**config.mk**
```make
export PLATFORM = sky130hd
export DESIGN_NAME = alu_operand_issue
export DESIGN_NICKNAME = d
export VERILOG_FILES = /design/src/rtl/alu_operand_issue.sv
export SDC_FILE = /design/constraint.sdc
export NUM_CORES = 1
export LEC_CHECK = 0
export ABC_AREA = 1
export BUFFER_PORTS_ARGS = -buffer_cell sky130_fd_sc_hd__buf_2
export CORE_MARGIN = 2
export CORE_UTILIZATION = 50
export CTS_CLUSTER_DIAMETER = 200
export CTS_CLUSTER_SIZE = 16
export DETAILED_ROUTE_END_ITERATION = 8
export GPL_TIMING_DRIVEN = 0
export HOLD_SLACK_MARGIN = 0.15
export MAX_ROUTING_LAYER = met4
export PLACE_DENSITY_LB_ADDON = 0.15
export SLEW_MARGIN = 5
export SYNTH_ARGS = -nofsm -noshare
export SYNTH_HDL_FRONTEND = slang
export SYNTH_SLANG_ARGS = --single-unit
```
**constraint.sdc**
```tcl
create_clock -name clk -period 3.9 [get_ports clk]
set_input_delay 0.585 -clock clk [delete_from_list [all_inputs] [get_ports clk]]
set_output_delay 0.585 -clock clk [all_outputs]
set_load 0.02 [all_outputs]
```
**src/rtl/alu_operand_issue.sv**
```systemverilog
// Operand-fetch/issue stage feeding an 8-bit combinational ALU, with an 8-entry register file.
// Define ALU_ISSUE_FORWARD_EN to forward the ALU result on a RAW hazard instead of stalling one cycle.
module alu_operand_issue #(
  parameter int DATA_W   = 8,
  parameter int NUM_REGS = 8,
  parameter int OP_W     = 4,
  parameter int CNT_W    = 16,
  localparam int AW      = $clog2(NUM_REGS)
) (
  input  logic              clk,
  input  logic              rst,
  input  logic              instr_valid,
  output logic              instr_ready,
  input  logic [OP_W-1:0]   instr_op,
  input  logic [AW-1:0]     instr_rs1,
  input  logic [AW-1:0]     instr_rs2,
  input  logic [AW-1:0]     instr_rd,
  input  logic              ld_valid,
  input  logic [AW-1:0]     ld_addr,
  input  logic [DATA_W-1:0] ld_data,
  output logic [DATA_W-1:0] alu_reg_1,
  output logic [DATA_W-1:0] alu_reg_2,
  output logic [OP_W-1:0]   alu_op,
  input  logic [DATA_W-1:0] alu_result,
  output logic              wb_valid,
  output logic [AW-1:0]     wb_addr,
  output logic [DATA_W-1:0] wb_data,
  output logic [CNT_W-1:0]  retire_count
);

  logic [DATA_W-1:0] r_regs [NUM_REGS];
  logic              r_ex_valid;
  logic [AW-1:0]     r_ex_rd;
  logic [DATA_W-1:0] r_alu_reg_1;
  logic [DATA_W-1:0] r_alu_reg_2;
  logic [OP_W-1:0]   r_alu_op;
  logic              r_wb_valid;
  logic [AW-1:0]     r_wb_addr;
  logic [DATA_W-1:0] r_wb_data;
  logic [CNT_W-1:0]  r_retire_count;

  logic              w_hit_1;
  logic              w_hit_2;
  logic              w_ready;
  logic              w_accept;
  logic [DATA_W-1:0] w_op_1;
  logic [DATA_W-1:0] w_op_2;

  // The instruction in EX writes back on the coming edge; r0 is never a real dependency.
  assign w_hit_1 = r_ex_valid && (r_ex_rd != '0) && (instr_rs1 == r_ex_rd);
  assign w_hit_2 = r_ex_valid && (r_ex_rd != '0) && (instr_rs2 == r_ex_rd);

  always_comb begin
    // NOTE: every always_comb output gets a default first, so no path can infer a latch.
    w_op_1 = r_regs[instr_rs1];
    w_op_2 = r_regs[instr_rs2];
`ifdef ALU_ISSUE_FORWARD_EN
    if (w_hit_1) w_op_1 = alu_result;
    if (w_hit_2) w_op_2 = alu_result;
    w_ready = !rst;
`else
    w_ready = !rst && !(w_hit_1 || w_hit_2);
`endif
  end

  assign w_accept    = instr_valid && w_ready;
  assign instr_ready = w_ready;

  // Register file: entry 0 is never written, so it always reads 0.
  always_ff @(posedge clk) begin
    if (rst) begin
      // NOTE: the register file is cleared on reset by design, so this array maps to flops, not RAM.
      for (int i = 0; i < NUM_REGS; i++) r_regs[i] <= '0;
    end else begin
      if (ld_valid && (ld_addr != '0)) r_regs[ld_addr] <= ld_data;
      // Issued after the load so that a writeback to the same entry wins.
      if (r_ex_valid && (r_ex_rd != '0)) r_regs[r_ex_rd] <= alu_result;
    end
  end

  // EX and WB pipeline registers plus retire counter.
  always_ff @(posedge clk) begin
    if (rst) begin
      r_ex_valid     <= 1'b0;
      r_ex_rd        <= '0;
      r_alu_reg_1    <= '0;
      r_alu_reg_2    <= '0;
      r_alu_op       <= '0;
      r_wb_valid     <= 1'b0;
      r_wb_addr      <= '0;
      r_wb_data      <= '0;
      r_retire_count <= '0;
    end else begin
      // NOTE: state uses non-blocking assignments so every register samples pre-edge values.
      r_ex_valid <= w_accept;
      if (w_accept) begin
        r_alu_reg_1 <= w_op_1;
        r_alu_reg_2 <= w_op_2;
        r_alu_op    <= instr_op;
        r_ex_rd     <= instr_rd;
      end
      r_wb_valid <= r_ex_valid;
      if (r_ex_valid) begin
        r_wb_addr      <= r_ex_rd;
        r_wb_data      <= alu_result;
        r_retire_count <= r_retire_count + 1'b1;
      end
    end
  end

  assign alu_reg_1    = r_alu_reg_1;
  assign alu_reg_2    = r_alu_reg_2;
  assign alu_op       = r_alu_op;
  assign wb_valid     = r_wb_valid;
  assign wb_addr      = r_wb_addr;
  assign wb_data      = r_wb_data;
  assign retire_count = r_retire_count;

endmodule

```
# ---- Word-level counts from Yosys, hierarchy flattened
# Memory sizes are Yosys's and may differ from the RTL's. A register that Yosys moved wholly into a read port is not among the register bits.
# Index checks and enable logic that the tools add are counted.
dict set report word_totals {
  register_bits 36
  ramBits 64
  inputBits 36
  output_inout_bits 49
  elab_cells 38
  mem_count 1
}
# name depth width read_ports rd_clocked_by_memory_dff write_ports line_no
set mem_list {}
lappend mem_list {r_regs 8 8 2 2 8 31} ;# logic [DATA_W-1:0] r_regs [NUM_REGS];
dict set report op_classes {
  add_sub_neg 1
  n_eq_ne 2
  n_mux 14
  n_reduce_logical 13
}
# operator count
set ops {}
lappend ops {{$add 16x1->16 const B} 1}
lappend ops {{$mux 8} 2}
lappend ops {{$reduce_or 8->1} 2}
lappend ops {{$mux 1} 10}
lappend ops {{$eq 3x3->1} 2}
lappend ops {{$logic_and 1x1->1} 6}
lappend ops {{$mux 3} 2}
lappend ops {{$reduce_bool 3->1} 2}
lappend ops {{$logic_not 1->1} 2}
lappend ops {{$logic_or 1x1->1} 1}

# ---- Logic depth before layout (Yosys ltp)
dict set report depth {
  ltp_word 7
  depth_mapped 12
  ltp_nobuf 10
}

# ---- Worst setup path before layout
# OpenSTA, ideal clock, no wires.
dict set report synth_timing {
  kind {in2out}
  from {input instr_rs2[2]}
  to {output instr_ready}
  t_arrival_ns 1.515
  required_time_ns 3.315
  slack_ns 1.800
  stages 10
  n_path_buf 2
  cell_sequence {buf_4 > inv_4 > nand2_1 > nand2_1 > nand3_1 > nand2_1 > nand2_4 > buf_2 > nand2_1 > inv_1}
}
dict set report synth_via {
  elab_chain_len 5
}
# item line_no
set synth_rtl {}
lappend synth_rtl {{start, declared} 16} ;# input logic [AW-1:0] instr_rs2,
lappend synth_rtl {{$eq 3x3->1} 51} ;# assign w_hit_2 = r_ex_valid && (r_ex_rd != '0) && (instr_rs2 == r_ex_rd);
lappend synth_rtl {{$logic_and 1x1->1} 51}
lappend synth_rtl {{$logic_or 1x1->1} 62} ;# w_ready = !rst && !(w_hit_1 || w_hit_2);
lappend synth_rtl {{$logic_not 1->1} 62}
lappend synth_rtl {{$logic_and 1x1->1} 62}
lappend synth_rtl {{end, declared} 13} ;# output logic instr_ready,
# No other way between the ends.

# ---- Worst setup path after layout
dict set report layout_timing {
  from {input rst}
  to {output instr_ready}
}
dict set report layout_via {
  elab_chain_len 2
}
# item line_no
set layout_rtl {}
lappend layout_rtl {{start, declared} 11} ;# input logic rst,
lappend layout_rtl {{$logic_not 1->1} 62}
lappend layout_rtl {{$logic_and 1x1->1} 62}
# No other way between the ends.

==> flow_metrics.tcl <==
set metrics [dict create \
    outcome "completed" \
    root_buffer "clkbuf_16" \
    clock_path_buffers 2 \
    yosysSeqAreaShare 0.4745 \
    synth_top_family_by_area "simple AND/OR/NAND/NOR gates" \
    period_share 0.7063 \
    vias 6018 \
    rows 40 \
    min_period_ns 2.755 \
    first_iter_violations 488 \
    synth_area_leaders "edfxtp_1 (31%), nand2_1 (19%), dfxtp_1 (17%)" \
    fin_tns_setup_ns 0 \
    first_global_vias 5245 \
    setup_ws_ns 1.145 \
    routed_via_density 5.256 \
    clk_pin_slew_ns 0.06 \
    cp-end-kind "output pin" \
    antenna_found_initial 0 \
    grt_max_degree 17 \
    syn-cell-area_mm2 0.006245 \
    m1WireLength_mm 7.807 \
    finalWirelength_mm 17.76 \
    synth_compound_area_frac 0.08435 \
    top_layer_used "met4" \
    grt-ovfl-total 0 \
    clock-sinks 116 \
    multiInputGateArea_mm2 0.002765 \
    power_density_mw_per_mm2 454.6 \
    hold_class "in -> reg" \
    timing.final.max_slew_violations 0 \
    seqCellArea_mm2 0.002963 \
    firstDrtPassIters 6 \
    synth_edf_count 64 \
    cts_setup_buffers 0 \
    dp_worst_setup_slack_ns 1.158 \
    final_util 0.6177 \
    fillers 1127 \
    holdBufCountCts 0 \
    groute.usage.overall 0.2869 \
    drc 0 \
    yosysUniqueCellTypes 30 \
    synth-adder-area-share 0.002004 \
    final_layout_size_suffix_gt1_frac 0.1638 \
    h-tree-depth 4 \
    die_x_um 115.8 \
    cts_tree "done" \
    ys_top_cells_by_count "nand2_1 (311), nand3_1 (127), edfxtp_1 (64)" \
    synthSimpleGateAreaFrac 0.3488 \
    route.met3.wl_mm 1.881 \
    grt_pass1_wl_mm 27.74 \
    finalWeightedCongestion 0.9212 \
    syn_area_per_cell_um2 7.253 \
    start_kind "input pin" \
    fin_total_pwr_uw 3400 \
    rsz0062_at_grt "no" \
    clock.fmax_mhz 363.0 \
    final_net_count 1001 \
    crit_fanout 10 \
    wl_per_cell_um 15.51 \
    cts_buffers 17 \
    synth_seq_cells 116 \
    pin_count 85 \
    core_area_mm2 0.01211 \
    cp.arrival_ns 2.17 \
    syn_to_final_growth_pct 19.80 \
    drv_cap 0 \
    die_height_um 115.8 \
    antenna_cells 0 \
    die_area_mm2 0.01340 \
    ant_nets 0 \
    yosys_warnings 0 \
    synthArstFlopShare 0 \
    slew_headroom 0.4847 \
    post_cts_resized 0 \
    worst_ir_drop_vdd_uv 322.0 \
    crit_type "in -> out" \
    syn_inst 861 \
    hold_viol 0 \
    clock_skew_ns 0.009060 \
    worstPathRequired_ns 3.31 \
    synth_most_common_cell "nand2_1" \
    synth-xor-area-share 0.002805 \
    dp.final_hpwl_mm 12.97 \
    initial_core_util 0.5156 \
    yosysTopAreaCellShare 0.3078 \
    synthFlopType "edfxtp_1" \
    tightestPinTransition_ns 0.7695 \
    synth_mux_area_frac 0 \
    p_leak_uw 0.003438 \
    io_buffers 77 \
    yosys.area.top_type "edfxtp_1" \
    clock_latency_ns 0.42 \
    dr_wl_met2_mm 7.533 \
    finalSetupViolCount 0 \
]
==> worst paths after layout <==
check                           startpoint                       endpoint  slack, ns  depth (start not counted)
max                                    rst                    instr_ready       1.15                          7
min reg2reg  retire_count[10]$_SDFFE_PP0P_  retire_count[10]$_SDFFE_PP0P_       0.46                          2
max reg2reg          r_ex_valid$_SDFF_PP0_         r_regs[2][2]$_DFFE_PP_       1.75                          6
min                            instr_rd[0]        r_ex_rd[0]$_SDFFE_PP0P_       0.35                          3
==> per-stage QoR <==
stage                     cells  hold WS [ns]  area (um^2)
after floorplan             868        0.5290         6271
after detailed placement   1113        0.4531         6867
after CTS                  1145        0.3479         7481
after global placement     1113        0.4495         6867
after global routing       1145        0.3416         7481
final                      1145        0.3518         7481
==> cells in the final DEF (no fill, tap or decap), types with 4 or more instances in the layout <==
cell | Yosys | layout
inv_2 | 20 | 20
clkbuf_16 | 0 | 19
buf_2 | 16 | 93
edfxtp_1 | 64 | 64
o21ai_1 | 34 | 34
buf_4 | 5 | 5
nand3_1 | 127 | 127
dfxtp_1 | 52 | 52
nand4_1 | 17 | 17
o21ai_0 | 33 | 33
nand2_1 | 311 | 311
o22ai_1 | 8 | 8
inv_1 | 58 | 58
buf_1 | 4 | 4
nor2_2 | 6 | 6
clkbuf_1 | 22 | 24
nor2_1 | 36 | 36
nor3_1 | 7 | 7
a21oi_1 | 24 | 24
conb_1 | 1 | 8
==> logic make-up after synthesis <==
group | count (synthesis)
simple gates | 510
buf+inv | 129
fa+ha+maj | 1
flops | 116
other cells | 1
compound gates | 102
xor+xnor | 2
==> final cells by class <==
class | count | share of cell area
inverter | 80 | 0.04081
timing repair buffer | 77 | 0.05151
clock buffer | 22 | 0.06640
sequential | 116 | 0.3961
buffer | 49 | 0.03178
multi-input combinational | 623 | 0.3696
tap | 168 | 0.02810
clock inverter | 10 | 0.01572
==> state kept, by name, indices dropped and copies added (netlist names) <==
name,count
alu_op,4
alu_reg_1,8
alu_reg_2,8
r_ex_rd,3
r_ex_valid,1
r_regs,64
retire_count,16
wb_addr,3
wb_data,8
wb_valid,1
==> where the power goes <==
part	leakage (uW)	internal (uW)	switching, uW
logic	0.00206	122	277
registers	0.00108	1360	40.9
clock network	0.000293	1030	569
total	0.00344	2510	887
==> routing by layer <==
| metal | GRT usage | vias to the layer above |
|---|---|---|
| met1 | 0.3927 | 2606 |
| met4 | 0.1183 | 0 |
| li1 | - | 3037 |
| met3 | 0.07950 | 41 |
| met5 | - | - |
| met2 | 0.4019 | 334 |
==> worst max-delay path, cell delays in order <==
cell,delay [ns]
buf_2,0.13
inv_2,0.19
clkbuf_1,0.34
buf_1,0.57
nand2_1,0.13
inv_1,0.07
buf_2,0.15
Power figures use the tool's default switching activity.
